$ cat src/rtl/register_file_write_decoder.sv
// Write side of the general-register file: address decode, storage and zero-sweep FSM.
// Optional build macro GR0_HARDWIRE_EN makes register 0 a constant zero.
module register_file_write_decoder #(
    parameter int DATA_WIDTH = 32,
    parameter int ADDR_WIDTH = 5,
    parameter int NUM_REGS   = 32
) (
    input  logic                           clk_i,
    input  logic                           rst_n_i,
    input  logic                           clr_req_i,
    input  logic                           wr_valid_i,
    output logic                           wr_ready_o,
    input  logic [ADDR_WIDTH-1:0]          wr_addr_i,
    input  logic [DATA_WIDTH-1:0]          wr_data_i,
    output logic                           wr_ack_o,
    output logic                           wr_err_o,
    output logic [NUM_REGS-1:0]            dec_en_o,
    output logic                           clearing_o,
    output logic [NUM_REGS*DATA_WIDTH-1:0] reg_q_o
);

    // state    | meaning
    // ST_CLEAR | sweeping zeros into reg[cnt], one register per cycle
    // ST_IDLE  | storage valid, writes accepted unless clr_req is high

    typedef enum logic {
        ST_CLEAR = 1'b0,
        ST_IDLE  = 1'b1
    } state_e;

`ifdef GR0_HARDWIRE_EN
    localparam bit HW_GR0 = 1'b1;
`else
    localparam bit HW_GR0 = 1'b0;
`endif

    localparam logic [ADDR_WIDTH-1:0] LAST_IDX = ADDR_WIDTH'(NUM_REGS - 1);
    localparam logic [NUM_REGS-1:0]   WR_MASK  = HW_GR0 ? ~NUM_REGS'(1) : '1;

    state_e                  state_q, state_d;
    logic [ADDR_WIDTH-1:0]   cnt_q, cnt_d;
    logic                    ack_q, ack_d;
    logic                    err_q, err_d;

    logic [NUM_REGS-1:0]     addr_hit;
    logic                    addr_in_range;
    logic [NUM_REGS-1:0]     clr_en;
    logic                    accept;

    // Address decode is independent of state so dec_en stays zero-latency.
    always_comb begin
        addr_hit = '0;
        for (int i = 0; i < NUM_REGS; i++) begin
            addr_hit[i] = (wr_addr_i == ADDR_WIDTH'(i));
        end
    end

    assign addr_in_range = |addr_hit;

    always_ff @(posedge clk_i or negedge rst_n_i) begin
        if (!rst_n_i) begin
            state_q <= ST_CLEAR;
            cnt_q   <= '0;
            ack_q   <= 1'b0;
            err_q   <= 1'b0;
        end else begin
            state_q <= state_d;
            cnt_q   <= cnt_d;
            ack_q   <= ack_d;
            err_q   <= err_d;
        end
    end

    always_comb begin
        state_d = state_q;
        cnt_d   = cnt_q;
        ack_d   = accept;
        err_d   = accept && !addr_in_range;
        unique case (state_q)
            ST_CLEAR: begin
                if (clr_req_i) begin
                    cnt_d = '0;
                end else if (cnt_q == LAST_IDX) begin
                    state_d = ST_IDLE;
                    cnt_d   = '0;
                end else begin
                    cnt_d = cnt_q + 1'b1;
                end
            end
            ST_IDLE: begin
                if (clr_req_i) begin
                    state_d = ST_CLEAR;
                    cnt_d   = '0;
                end
            end
            default: begin
                state_d = ST_CLEAR;
                cnt_d   = '0;
            end
        endcase
    end

    always_comb begin
        clearing_o = (state_q == ST_CLEAR);
        wr_ready_o = (state_q == ST_IDLE) && !clr_req_i;
        accept     = wr_valid_i && wr_ready_o;
        dec_en_o   = accept ? (addr_hit & WR_MASK) : '0;
        clr_en     = '0;
        if (state_q == ST_CLEAR) begin
            for (int i = 0; i < NUM_REGS; i++) begin
                clr_en[i] = (cnt_q == ADDR_WIDTH'(i));
            end
        end
    end

    assign wr_ack_o = ack_q;
    assign wr_err_o = err_q;

    // Storage carries no reset; the sweep is what establishes known contents.
    for (genvar g = 0; g < NUM_REGS; g++) begin : g_reg
        if (HW_GR0 && (g == 0)) begin : g_zero
            assign reg_q_o[g*DATA_WIDTH +: DATA_WIDTH] = '0;
        end else begin : g_flop
            logic [DATA_WIDTH-1:0] data_q;
            always_ff @(posedge clk_i) begin
                if (clr_en[g]) begin
                    data_q <= '0;
                end else if (dec_en_o[g]) begin
                    data_q <= wr_data_i;
                end
            end
            assign reg_q_o[g*DATA_WIDTH +: DATA_WIDTH] = data_q;
        end
    end

endmodule

$ cat config.mk
export PLATFORM = sky130hd
export DESIGN_NAME = register_file_write_decoder
export DESIGN_NICKNAME = d
export VERILOG_FILES = /design/src/rtl/register_file_write_decoder.sv
export SDC_FILE = /design/constraint.sdc
export NUM_CORES = 2
export LEC_CHECK = 0
export ABC_AREA = 1
export CELL_PAD_IN_SITES_DETAIL_PLACEMENT = 1
export CELL_PAD_IN_SITES_GLOBAL_PLACEMENT = 1
export CORE_AREA = 3 3 426 428
export CTS_CLUSTER_DIAMETER = 80
export CTS_CLUSTER_SIZE = 24
export DETAILED_ROUTE_END_ITERATION = 10
export DIE_AREA = 0 0 429 431
export HOLD_SLACK_MARGIN = 0.02
export MAX_ROUTING_LAYER = met4
export PLACE_DENSITY_LB_ADDON = 0.1
export SLEW_MARGIN = 20
export SYNTH_ARGS = -nofsm -noshare
export SYNTH_HDL_FRONTEND = slang
export SYNTH_SLANG_ARGS = --single-unit
$ cat constraint.sdc
create_clock -name clk_i -period 1.5 [get_ports clk_i]
set_input_delay 0.15 -clock clk_i [delete_from_list [all_inputs] [get_ports clk_i]]
set_output_delay 0.15 -clock clk_i [all_outputs]
set_load 0.01 [all_outputs]
==> impl_metrics.py <==
metrics = {
    "run_status": {
        "outcome": "finished with violations",
        "violations": "negative setup slack",
    },
    "critical_path": {
        "timing.rr.start": "state_q",
        "worstSetupEndpointType": "output pin",
        "rr_worst_depth": 10,
        "r2r_slack_ns": -0.50,
        "crit_required_ns": 1.35,
        "critical_path_class": "flip-flop to output pin",
        "worstPathMaxFanout": 5,
        "cp_slowest_cell": "dfrtp_1",
        "cp-start-kind": "flip-flop",
        "r2r_end": "g_reg[11].g_flop.data_q[19]",
        "path_cells": "nand3_4 > nor2_4 > buf_12 > inv_12 > buf_8 > buf_6 > nor2_4 > buf_6 > buf_12",
        "max_stage_delay_ns": 0.40,
        "crit_arrival_ns": 2.16,
    },
    "sta": {
        "slew_violations": 0,
        "hold_ws_ns": 0.166,
        "final.min_clock_period_ns": 2.31,
        "worst_slew_pin_slew_ns": 0.644,
        "finalClockSkew_ns": 0.0347,
        "period_share": 1.54,
        "rsz0062_at_grt": "true",
        "setup_viol": 1560,
        "relSlewSlack": 0.571,
        "hold_viol_final": 0,
        "setup_ws_ns": -0.809,
        "clock.fmax_mhz": 433,
    },
    "finish": {
        "drive_gt1_frac": 0.219,
        "layout_commonest_cell": "nor2_1",
        "area_delta_synth_final_pct": 50.2,
        "fillers": 21400,
        "layout.nets": 7064,
        "utilization": 0.346,
        "final_cell_mix": "nor2_1, nand2_1, nand3_1",
    },
    "grt": {
        "grt_start_max_net_pins": 124,
        "grt.total_usage": 0.277,
        "grt-ovfl-total": 0,
        "use_met1": 0.321,
        "antenna_found_initial": 17,
        "grt_use_met2": 0.464,
        "globalRouteMet3Util": 0.0516,
        "grt_pass1_wl_um": 355000,
        "grt_pass1_vias": 43600,
        "grt-busiest-layer": "met2",
    },
    "clock_network": {
        "cts-root-buf": "clkbuf_16",
        "cts_tree": "done",
        "cts_num_sinks": 1032,
        "clockBufferDepth": 3,
        "cts.clk_slew.worst_paths_ns": 0.08,
        "cts_buffers": 93,
        "h-tree-depth": 3,
        "clock_latency_ns": 0.77,
    },
    "pwr": {
        "p_comb_frac": 0.059,
        "power.internal_mw": 42.0,
        "p_seq_frac": 0.470,
        "clkPwrFrac": 0.471,
        "p_switching_mw": 16.6,
        "leakage_nw": 32.0,
        "p_per_area_nw_per_um2": 950,
        "p_sw_frac": 0.283,
        "ir_drop_v": 0.000778,
    },
    "routing": {
        "drc_errors": 0,
        "wl_per_cell_um": 27.9,
        "drt_iter0_drc": 2977,
        "antenna_left": 0,
        "dr.pass1.iters": 5,
        "wl_um": 264000,
        "vias": 44600,
        "viasPerCell": 4.71,
    },
    "floorplanning": {
        "core_area_um2": 178000,
        "start_util": 0.230,
        "rows": 155,
        "fp.dieH_um": 431,
        "die_x_um": 429,
        "die_area_um2": 185000,
        "io_pins": 1101,
    },
    "synth": {
        "yosysUniqueCellTypes": 28,
        "syn-num-nets": 5968,
        "seq_area_frac_synth": 0.505,
        "ys_ff_latch": 1032,
        "yosys_warnings": 0,
        "synthCells": 5921,
        "synth_area_per_cell_um2": 6.93,
        "syn-cell-area_um2": 41000,
    },
    "hold_path": {
        "worst_hold_startpoint": "wr_data_i[12]",
        "holdPathEnd": "g_reg[7].g_flop.data_q[12]",
        "worstHoldPathCells": 5,
        "hold_path.class": "primary input to flip-flop",
    },
    "place": {
        "dp_hpwl_um": 178000,
        "io_buffers": 1100,
        "gp_congestion": 0.828,
    },
    "job": {
        "drv_cap": 0,
    },
}
cells by family (layout without fill, tap and decap cells):
family / Yosys count / after routing / synth area share
AOI/OAI and AO/OA: 6 / 6 / 0.000823
xor gates and xnor gates: 1 / 1 / 0.000214
adders and majority gates: 6 / 6 / 0.00183
buffers and inverters: 653 / 1830 / 0.0672
DFF: 1032 / 1032 / 0.505
other: 1 / 11 / 0.0000914
and+or+nand+nor: 4222 / 4222 / 0.425
worst max path at each step:
| stage | from | to | slack, ns | depth (start not counted) |
|---|---|---|---|---|
| 2_1_floorplan | cnt_q[0] | g_reg[31].g_flop.data_q[10] | -0.07 | 8 |
| 3_3_place_gp | wr_addr_i[1] | dec_en_o[29] | -1.03 | 8 |
| 3_5_place_dp | wr_addr_i[1] | dec_en_o[29] | -1.06 | 8 |
| 4_1_cts | state_q | dec_en_o[0] | -0.90 | 9 |
| 5_1_grt | state_q | dec_en_o[0] | -0.90 | 9 |
| 6_report | state_q | dec_en_o[0] | -0.81 | 9 |
per-layer routing:
| metal | routed length (µm) | up-vias |
|---|---|---|
| met3 | 14000 | 343 |
| met1 | 108000 | 22300 |
| li1 | - | 20700 |
| met4 | 13000 | 0 |
| met2 | 129000 | 1272 |
| met5 | 0 | - |
state kept, by name, indices dropped and copies added, names as in the netlist:
| name | flops |
|---|---|
| state_q | 1 |
| wr_ack_o | 1 |
| g.g_flop.data_q | 1024 |
| wr_err_o | 1 |
| cnt_q | 5 |
cells in the mapped netlist (all sizes together):
| cell type | n | share of area |
|---|---|---|
| conb | 1 | 0.000091 |
| xor2 | 1 | 0.00021 |
| ha | 6 | 0.0018 |
| dfrtp | 8 | 0.0049 |
| nand3 | 997 | 0.12 |
| clkinv | 1 | 0.000091 |
| o21ai | 3 | 0.00037 |
| buf | 282 | 0.033 |
| nor3 | 1 | 0.00012 |
| nand2 | 1107 | 0.10 |
| o31ai | 1 | 0.00018 |
| a21oi | 1 | 0.00012 |
| o22ai | 1 | 0.00015 |
| nor2 | 2085 | 0.20 |
| inv | 136 | 0.013 |
| clkbuf | 234 | 0.021 |
| dfxtp | 1024 | 0.50 |
| nand4 | 32 | 0.0049 |
critical path, delay by kind of cell (launching register included):
family	cells	cell delay, ns
buffers and inverters	6	0.67
flip-flops	1	0.40
AND/OR/NAND/NOR	3	0.34
cell type report:
type | count | area [µm²] | share of cell area
diodes | 10 | 25.0 | 0.000406
clock buffers | 98 | 2370 | 0.0384
clock inverters | 78 | 1010 | 0.0164
inverters | 137 | 536 | 0.00869
multi-input cells | 4236 | 17800 | 0.290
flip-flops and latches | 1032 | 21400 | 0.347
well taps | 2355 | 2950 | 0.0478
repair buffers | 1516 | 15500 | 0.252
repair inverters | 1 | 8.76 | 0.000142
power by group through the flow:
| stage | sequential [mW] | combinational, mW | clock, mW |
|---|---|---|---|
| finish | 27.5 | 3.46 | 27.6 |
| global route | 27.5 | 3.63 | 29.4 |
| CTS | 27.5 | 3.50 | 28.3 |
| detailed placement | 28.4 | 3.53 | 0 |
| global placement | 28.4 | 3.52 | 0 |
| floorplan | 28.4 | 1.06 | 0 |
stage by stage:
stage	setup WS [ns]	area [µm²]	total power [mW]	cells	TNS, ns
detailed placement	-1.06	57100	31.9	9178	-827.61
global placement	-1.03	57100	31.9	9178	-793.71
floorplan	-0.0724	41100	29.4	5921	-1.46
finish	-0.809	61600	58.6	9463	-471.64
global route	-0.903	61600	60.5	9462	-611.77
CTS	-0.898	60600	59.4	9413	-615.21
timing repair:
item,CTS,global route
cloned,21,24
setup buffers,38,20
hold endpoints to repair,9,0
hold buffers,2,0
setup endpoints to repair,2089,1567
gates resized for setup,3093,80
pin swaps,21,23
No activity file was read; power rests on OpenSTA's default activity.
